## config.mk

```make
export PLATFORM = sky130hd
export DESIGN_NAME = add_sub_result_stage_flat
export DESIGN_NICKNAME = d
export VERILOG_FILES = /design/src/rtl/add_sub_result_stage_if.sv /design/src/rtl/add_sub_result_stage.sv /design/src/flat_wrapper.sv
export SDC_FILE = /design/constraint.sdc
export NUM_CORES = 1
export LEC_CHECK = 0
export CORE_UTILIZATION = 40
export DETAILED_ROUTE_END_ITERATION = 8
export PLACE_DENSITY_LB_ADDON = 0.15
export SLEW_MARGIN = 20
export SYNTH_ARGS = -nofsm -noshare
export SYNTH_HDL_FRONTEND = slang
export SYNTH_SLANG_ARGS = --single-unit
```

## constraint.sdc

```tcl
create_clock -name logisimClockTree0 -period 2.1 [get_ports logisimClockTree0]
set_input_delay 0.63 -clock logisimClockTree0 [delete_from_list [all_inputs] [get_ports logisimClockTree0]]
set_output_delay 0.63 -clock logisimClockTree0 [all_outputs]
set_load 0.02 [all_outputs]
```

## src/rtl/add_sub_result_stage_if.sv

```systemverilog
// Handshake and status bundle between the adder/subtractor, the result stage and its consumer.
// The slave modport is the result stage's view of the bundle.
interface add_sub_result_stage_if #(
    parameter int WIDTH     = 16,
    parameter int CNT_WIDTH = 8
);
    logic                 in_valid;
    logic                 in_ready;
    logic [WIDTH-1:0]     in_sum;
    logic                 in_overflow;
    logic                 in_sub;
    logic                 out_valid;
    logic                 out_ready;
    logic [WIDTH-1:0]     out_result;
    logic                 out_zero;
    logic                 out_negative;
    logic                 out_overflow;
    logic                 out_sub;
    logic [1:0]           level;
    logic                 clear_status;
    logic                 sticky_overflow;
    logic [CNT_WIDTH-1:0] overflow_count;

    modport slave (
        input  in_valid, in_sum, in_overflow, in_sub, out_ready, clear_status,
        output in_ready, out_valid, out_result, out_zero, out_negative,
               out_overflow, out_sub, level, sticky_overflow, overflow_count
    );

    modport master (
        output in_valid, in_sum, in_overflow, in_sub, out_ready, clear_status,
        input  in_ready, out_valid, out_result, out_zero, out_negative,
               out_overflow, out_sub, level, sticky_overflow, overflow_count
    );
endinterface

```

## src/rtl/add_sub_result_stage.sv

```systemverilog
// Registered result stage behind the 16-bit adder/subtractor: two-entry valid/ready queue with
// zero/negative flags, plus a sticky overflow flag and a saturating overflow event counter.
module add_sub_result_stage #(
    parameter int WIDTH     = 16,
    parameter int DEPTH     = 2,
    parameter int CNT_WIDTH = 8
) (
    input  logic [4:0]             logisimClockTree0,
    input  logic                   reset,
    add_sub_result_stage_if.slave  bus
);
    logic clk;
    logic tick;
    logic unused_clock_bits;

    assign clk  = logisimClockTree0[4];
    assign tick = logisimClockTree0[2];
    assign unused_clock_bits = ^{logisimClockTree0[3], logisimClockTree0[1:0]};

    logic [WIDTH-1:0]     sum_q [2];
    logic [1:0]           zero_q;
    logic [1:0]           neg_q;
    logic [1:0]           ovf_q;
    logic [1:0]           sub_q;
    logic                 wr_ptr_q;
    logic                 rd_ptr_q;
    logic [1:0]           level_q;
    logic [1:0]           level_d;
    logic                 sticky_q;
    logic                 sticky_d;
    logic [CNT_WIDTH-1:0] cnt_q;
    logic [CNT_WIDTH-1:0] cnt_d;

    logic push;
    logic pop;
    logic push_ovf;

    assign bus.in_ready  = (level_q != 2'(DEPTH));
    assign bus.out_valid = (level_q != 2'd0);

    assign push     = bus.in_valid && bus.in_ready;
    assign pop      = bus.out_valid && bus.out_ready;
    assign push_ovf = push && bus.in_overflow;

    // Head outputs are forced to zero when empty so stale popped entries never show.
    assign bus.out_result   = bus.out_valid ? sum_q[rd_ptr_q] : '0;
    assign bus.out_zero     = bus.out_valid && zero_q[rd_ptr_q];
    assign bus.out_negative = bus.out_valid && neg_q[rd_ptr_q];
    assign bus.out_overflow = bus.out_valid && ovf_q[rd_ptr_q];
    assign bus.out_sub      = bus.out_valid && sub_q[rd_ptr_q];

    assign bus.level           = level_q;
    assign bus.sticky_overflow = sticky_q;
    assign bus.overflow_count  = cnt_q;

    always_comb begin
        level_d = level_q;
        if (push && !pop) begin
            level_d = level_q + 2'd1;
        end else if (pop && !push) begin
            level_d = level_q - 2'd1;
        end
    end

    // An overflowing push in the same cycle as a clear wins over the clear.
    always_comb begin
        sticky_d = sticky_q;
        cnt_d    = cnt_q;
        if (bus.clear_status) begin
            sticky_d = push_ovf;
            cnt_d    = push_ovf ? CNT_WIDTH'(1) : '0;
        end else if (push_ovf) begin
            sticky_d = 1'b1;
            if (cnt_q != '1) begin
                cnt_d = cnt_q + CNT_WIDTH'(1);
            end
        end
    end

    always_ff @(posedge clk) begin
        if (tick) begin
            if (reset) begin
                level_q  <= '0;
                wr_ptr_q <= 1'b0;
                rd_ptr_q <= 1'b0;
                sticky_q <= 1'b0;
                cnt_q    <= '0;
                zero_q   <= '0;
                neg_q    <= '0;
                ovf_q    <= '0;
                sub_q    <= '0;
                for (int unsigned i = 0; i < 2; i++) begin
                    sum_q[i] <= '0;
                end
            end else begin
                level_q  <= level_d;
                sticky_q <= sticky_d;
                cnt_q    <= cnt_d;
                if (push) begin
                    sum_q[wr_ptr_q]  <= bus.in_sum;
                    zero_q[wr_ptr_q] <= (bus.in_sum == '0);
                    neg_q[wr_ptr_q]  <= bus.in_sum[WIDTH-1];
                    ovf_q[wr_ptr_q]  <= bus.in_overflow;
                    sub_q[wr_ptr_q]  <= bus.in_sub;
                    wr_ptr_q         <= ~wr_ptr_q;
                end
                if (pop) begin
                    rd_ptr_q <= ~rd_ptr_q;
                end
            end
        end
    end
endmodule

```

## src/flat_wrapper.sv

```systemverilog
// flat-port wrapper written by rule: the top's interface ports become plain ports
module add_sub_result_stage_flat 
#(
    parameter int WIDTH     = 16,
    parameter int DEPTH     = 2,
    parameter int CNT_WIDTH = 8
)
  (logisimClockTree0, reset, bus_in_valid, bus_in_sum, bus_in_overflow, bus_in_sub, bus_out_ready, bus_clear_status, bus_in_ready, bus_out_valid, bus_out_result, bus_out_zero, bus_out_negative, bus_out_overflow, bus_out_sub, bus_level, bus_sticky_overflow, bus_overflow_count);
  add_sub_result_stage_if #(.WIDTH(WIDTH), .CNT_WIDTH(CNT_WIDTH)) bus_i ();
  input  logic [4:0] logisimClockTree0;
  input  logic reset;
  input wire logic [$bits(bus_i.in_valid)-1:0] bus_in_valid;
  input wire logic [$bits(bus_i.in_sum)-1:0] bus_in_sum;
  input wire logic [$bits(bus_i.in_overflow)-1:0] bus_in_overflow;
  input wire logic [$bits(bus_i.in_sub)-1:0] bus_in_sub;
  input wire logic [$bits(bus_i.out_ready)-1:0] bus_out_ready;
  input wire logic [$bits(bus_i.clear_status)-1:0] bus_clear_status;
  output wire logic [$bits(bus_i.in_ready)-1:0] bus_in_ready;
  output wire logic [$bits(bus_i.out_valid)-1:0] bus_out_valid;
  output wire logic [$bits(bus_i.out_result)-1:0] bus_out_result;
  output wire logic [$bits(bus_i.out_zero)-1:0] bus_out_zero;
  output wire logic [$bits(bus_i.out_negative)-1:0] bus_out_negative;
  output wire logic [$bits(bus_i.out_overflow)-1:0] bus_out_overflow;
  output wire logic [$bits(bus_i.out_sub)-1:0] bus_out_sub;
  output wire logic [$bits(bus_i.level)-1:0] bus_level;
  output wire logic [$bits(bus_i.sticky_overflow)-1:0] bus_sticky_overflow;
  output wire logic [$bits(bus_i.overflow_count)-1:0] bus_overflow_count;
  assign bus_i.in_valid = bus_in_valid;
  assign bus_i.in_sum = bus_in_sum;
  assign bus_i.in_overflow = bus_in_overflow;
  assign bus_i.in_sub = bus_in_sub;
  assign bus_i.out_ready = bus_out_ready;
  assign bus_i.clear_status = bus_clear_status;
  assign bus_in_ready = bus_i.in_ready;
  assign bus_out_valid = bus_i.out_valid;
  assign bus_out_result = bus_i.out_result;
  assign bus_out_zero = bus_i.out_zero;
  assign bus_out_negative = bus_i.out_negative;
  assign bus_out_overflow = bus_i.out_overflow;
  assign bus_out_sub = bus_i.out_sub;
  assign bus_level = bus_i.level;
  assign bus_sticky_overflow = bus_i.sticky_overflow;
  assign bus_overflow_count = bus_i.overflow_count;
  add_sub_result_stage #(.WIDTH(WIDTH), .DEPTH(DEPTH), .CNT_WIDTH(CNT_WIDTH)) u_core (.logisimClockTree0(logisimClockTree0), .reset(reset), .bus(bus_i));
endmodule
```

==> metrics <==
layout cell share with drive strength beyond 1=0.304; Synth area leaders=edfxtp_1 (59%), mux2i_1 (9.7%), and2_1 (7.9%), nor2_1 (5.3%), xnor2_1 (1.6%); TritonRoute pass-1 iters=7; Post-DP Area=3450 um^2; nets=357; violated checks=DRC, hold timing; Cell Rows=29; Worst-Skew Late Latency=around 0.31 ns; Placer Congestion=0.809; IO buf count=55; Unique masters post-synth=40; final hold violation count=1; Die Y=83.9 um; Post-Syn Instances=219; antenna cells=0; Sw Share=0.359; Yosys warnings=0; synth cell count leaders=edfxtp_1 (53), nor2_1 (38), and2_1 (34), mux2i_1 (26); starting density of the core=0.418; synthesized area=2690 um^2; area leader, netlist=edfxtp_1; register bit total from synthesis=54; EDFF count, synth=53; area grow syn2layout=52.0%; Max Clk Rate=480 MHz; IO Pins=60; worst vdd ir=0.947 mV; vias per cell=approximately 5.3; Post-Syn Nets=about 250; hpwl dp=3.84 mm; status=finished, violations left; Finished Cell Area=4080 um^2; global route total overflow=0; Chip Width=83.9 um; Clock transition at path regs=0.09 ns; post-layout minimum cycle time=roughly 2.1 ns; Synth Flop Type=edfxtp_1; fill count=between 400 and 500; wire per inst=17.4 um; hold path start=logisimClockTree0[2]; Worst setup SP type=register; ys async rst share=0; Hold Crit Depth=2; r2r endpoint=u_core.sum_q[0][0]; Synth Area in Compound Gates=0.0447; Int Power=~0.0044 W; first-pass GRT wire length=12.9 mm; mux cell area share after synthesis=0.0969; post-synthesis xor/xnor area fraction=0.0228; Core Area=6420 um^2; vias in the first global route=2743; largest net degree at the start of global routing=17; drt drc=12; die area=7040 um^2; worst r2r src=u_core.bus.level[0]; NetSw=0.00249 W; Setup-failing EPs final=0; count leader, synth=edfxtp_1; Hold Path Class=clock port to register; part of the power in registers=0.303; area share of fa/ha/maj cells after synthesis=0.00466; Comb pwr share=0.347; Total GRT Usage=0.245; initial antenna violation count=0; drt first-iter violations=roughly 180; synthesized area per cell=approximately 12 um^2; maximum fanout along the worst path=7; Worst Setup End Kind=output port; largest family of logic cells by synthesized area=simple AND/OR/NAND/NOR gates; top cell type's share of synthesized area=0.593; skew final=0.00832 ns; R2R depth=10; Worst Path Arrival=1.45 ns; critical path class=register to output port; Tcrit/Tclk final=0.992; Simple-Gate Fraction of Synth Area=0.203; CTS tree=yes; r2r setup slk=~0.09 ns; clock share of power=0.350; Pwr Density=1700 nW/um^2; max-slew violations=0; static leakage=~1.7 nW; Worst Tran Pin Value=0.383 ns; DRT antenna net count=0; Fin Hold WS=-0.0358 ns; RSZ-0062 raised after global routing=yes; Vias=2177; sequential area share after synthesis=0.600; Post-Route WL=7.18 mm; worst relative slew slack=0.742; MaxCap Viol Count=0; WP data required=1.47 ns
[layer usage]
layer / global-route usage / part of all wire / vias up
li1: - / - / 1002
met1: 0.222 / 0.36 / 1000
met2: 0.291 / 0.46 / 139
met3: 0.216 / 0.13 / 36
met4: 0.296 / 0.049 / 0
met5: 0.00758 / 0 / -
[state kept, by name (all words and copies together) (netlist names), named ones only]
name,flops
u_core.sum_q,32
u_core.ovf_q,2
u_core.wr_ptr_q,1
u_core.bus.overflow_count,8
u_core.bus.sticky_overflow,1
u_core.sub_q,2
u_core.zero_q,2
u_core.rd_ptr_q,1
u_core.neg_q,2
u_core.bus.level,2
[placed cells by master, fill, tap and decap left out, types with 3 or more instances in the layout]
cell             Yosys  final
nand3_1              3      3
buf_6                1      3
clkdlybuf4s50_1      0     29
mux2i_1             26     23
and2_1              34     34
buf_2                5      7
dlygate4sd2_1        0      4
edfxtp_1            53     53
buf_4                1     32
a21oi_1              3      3
bufinv_16            0      3
xnor2_1              5      5
inv_1                3      3
o21ai_0              3      3
clkbuf_8             0     22
nor2b_1              3      3
clkbuf_2             0     11
mux2i_2              0      3
clkdlybuf4s15_1      0      4
nor2_1              38     37
clkbuf_16            0      4
nor4_1               4      4
[power by group through the flow]
| stage | clock [W] | combinational [W] | sequential, W |
|---|---|---|---|
| 4_1_cts | 0.00244 | 0.00222 | 0.00209 |
| 5_1_grt | 0.00265 | 0.00258 | 0.00215 |
| 3_3_place_gp | 0.000378 | 0.00230 | 0.00210 |
| 6_report | 0.00243 | 0.00240 | 0.00210 |
| 3_5_place_dp | 0.000378 | 0.00232 | 0.00212 |
| 2_1_floorplan | 0.000457 | 0.00110 | 0.00221 |
[cells by family after synthesis]
logic type,after synthesis
AND/OR/NAND/NOR,98
adder cells (fa/ha/maj),1
multiplexers,26
AO/OA/AOI/OAI,18
XOR/XNOR,7
flip-flops,54
buffers and inverters,15
[layout make-up]
| cell class | instances | area (um^2) | share of cell area |
|---|---|---|---|
| sequential | 54 | 1610 | 0.395 |
| multi-input combinational | 150 | 1030 | 0.251 |
| timing repair buffer | 90 | 768 | 0.188 |
| clock buffer | 32 | 442 | 0.108 |
| clock inverter | 7 | 125 | 0.0307 |
| tap | 77 | 96.3 | 0.0236 |
| inverter | 3 | 11.3 | 0.00276 |
[worst max-delay path, stage by stage (launching register included)]
cell and delay (ns):
edfxtp_1 0.46, nor2_4 0.19, buf_12 0.14, nor2_1 0.04
dlygate4sd2_1 0.31
[worst max path at each step]
stage | end | start | cells past startpoint | slack [ns]
CTS | bus_out_result[14] | register | 4 | -0.02
global placement | u_core.sum_q[0][0] | bus_in_valid | 4 | -0.22
detailed placement | u_core.sum_q[0][0] | bus_in_valid | 4 | -0.22
global route | bus_out_result[4] | u_core.bus.level[0] | 5 | -0.07
finish | bus_out_result[8] | u_core.bus.level[0] | 4 | 0.02
floorplan | u_core.sum_q[0][0] | logisimClockTree0[2] | 5 | 0.005
[stage by stage]
step / worst slack, ns / power, W / instances / utilization / TNS, ns
after CTS: -0.0198 / 0.00674 / 404 / 0.629 / -0.0198
final: 0.0167 / 0.00693 / 413 / 0.635 / 0
after detailed placement: -0.222 / 0.00482 / 360 / 0.538 / -8.12
after global routing: -0.0696 / 0.00738 / 413 / 0.635 / -0.810
after global placement: -0.220 / 0.00478 / 360 / 0.538 / -7.58
after floorplan: 0.00461 / 0.00376 / 219 / - / 0
[repair_timing]
item,CTS,global route
hold buffers,0,0
buffers inserted,7,9
resized for setup,45,44
gates cloned,0,1
pin swaps,0,1
setup endpoints to repair,59,57
No activity file was read; power rests on OpenSTA's default activity.
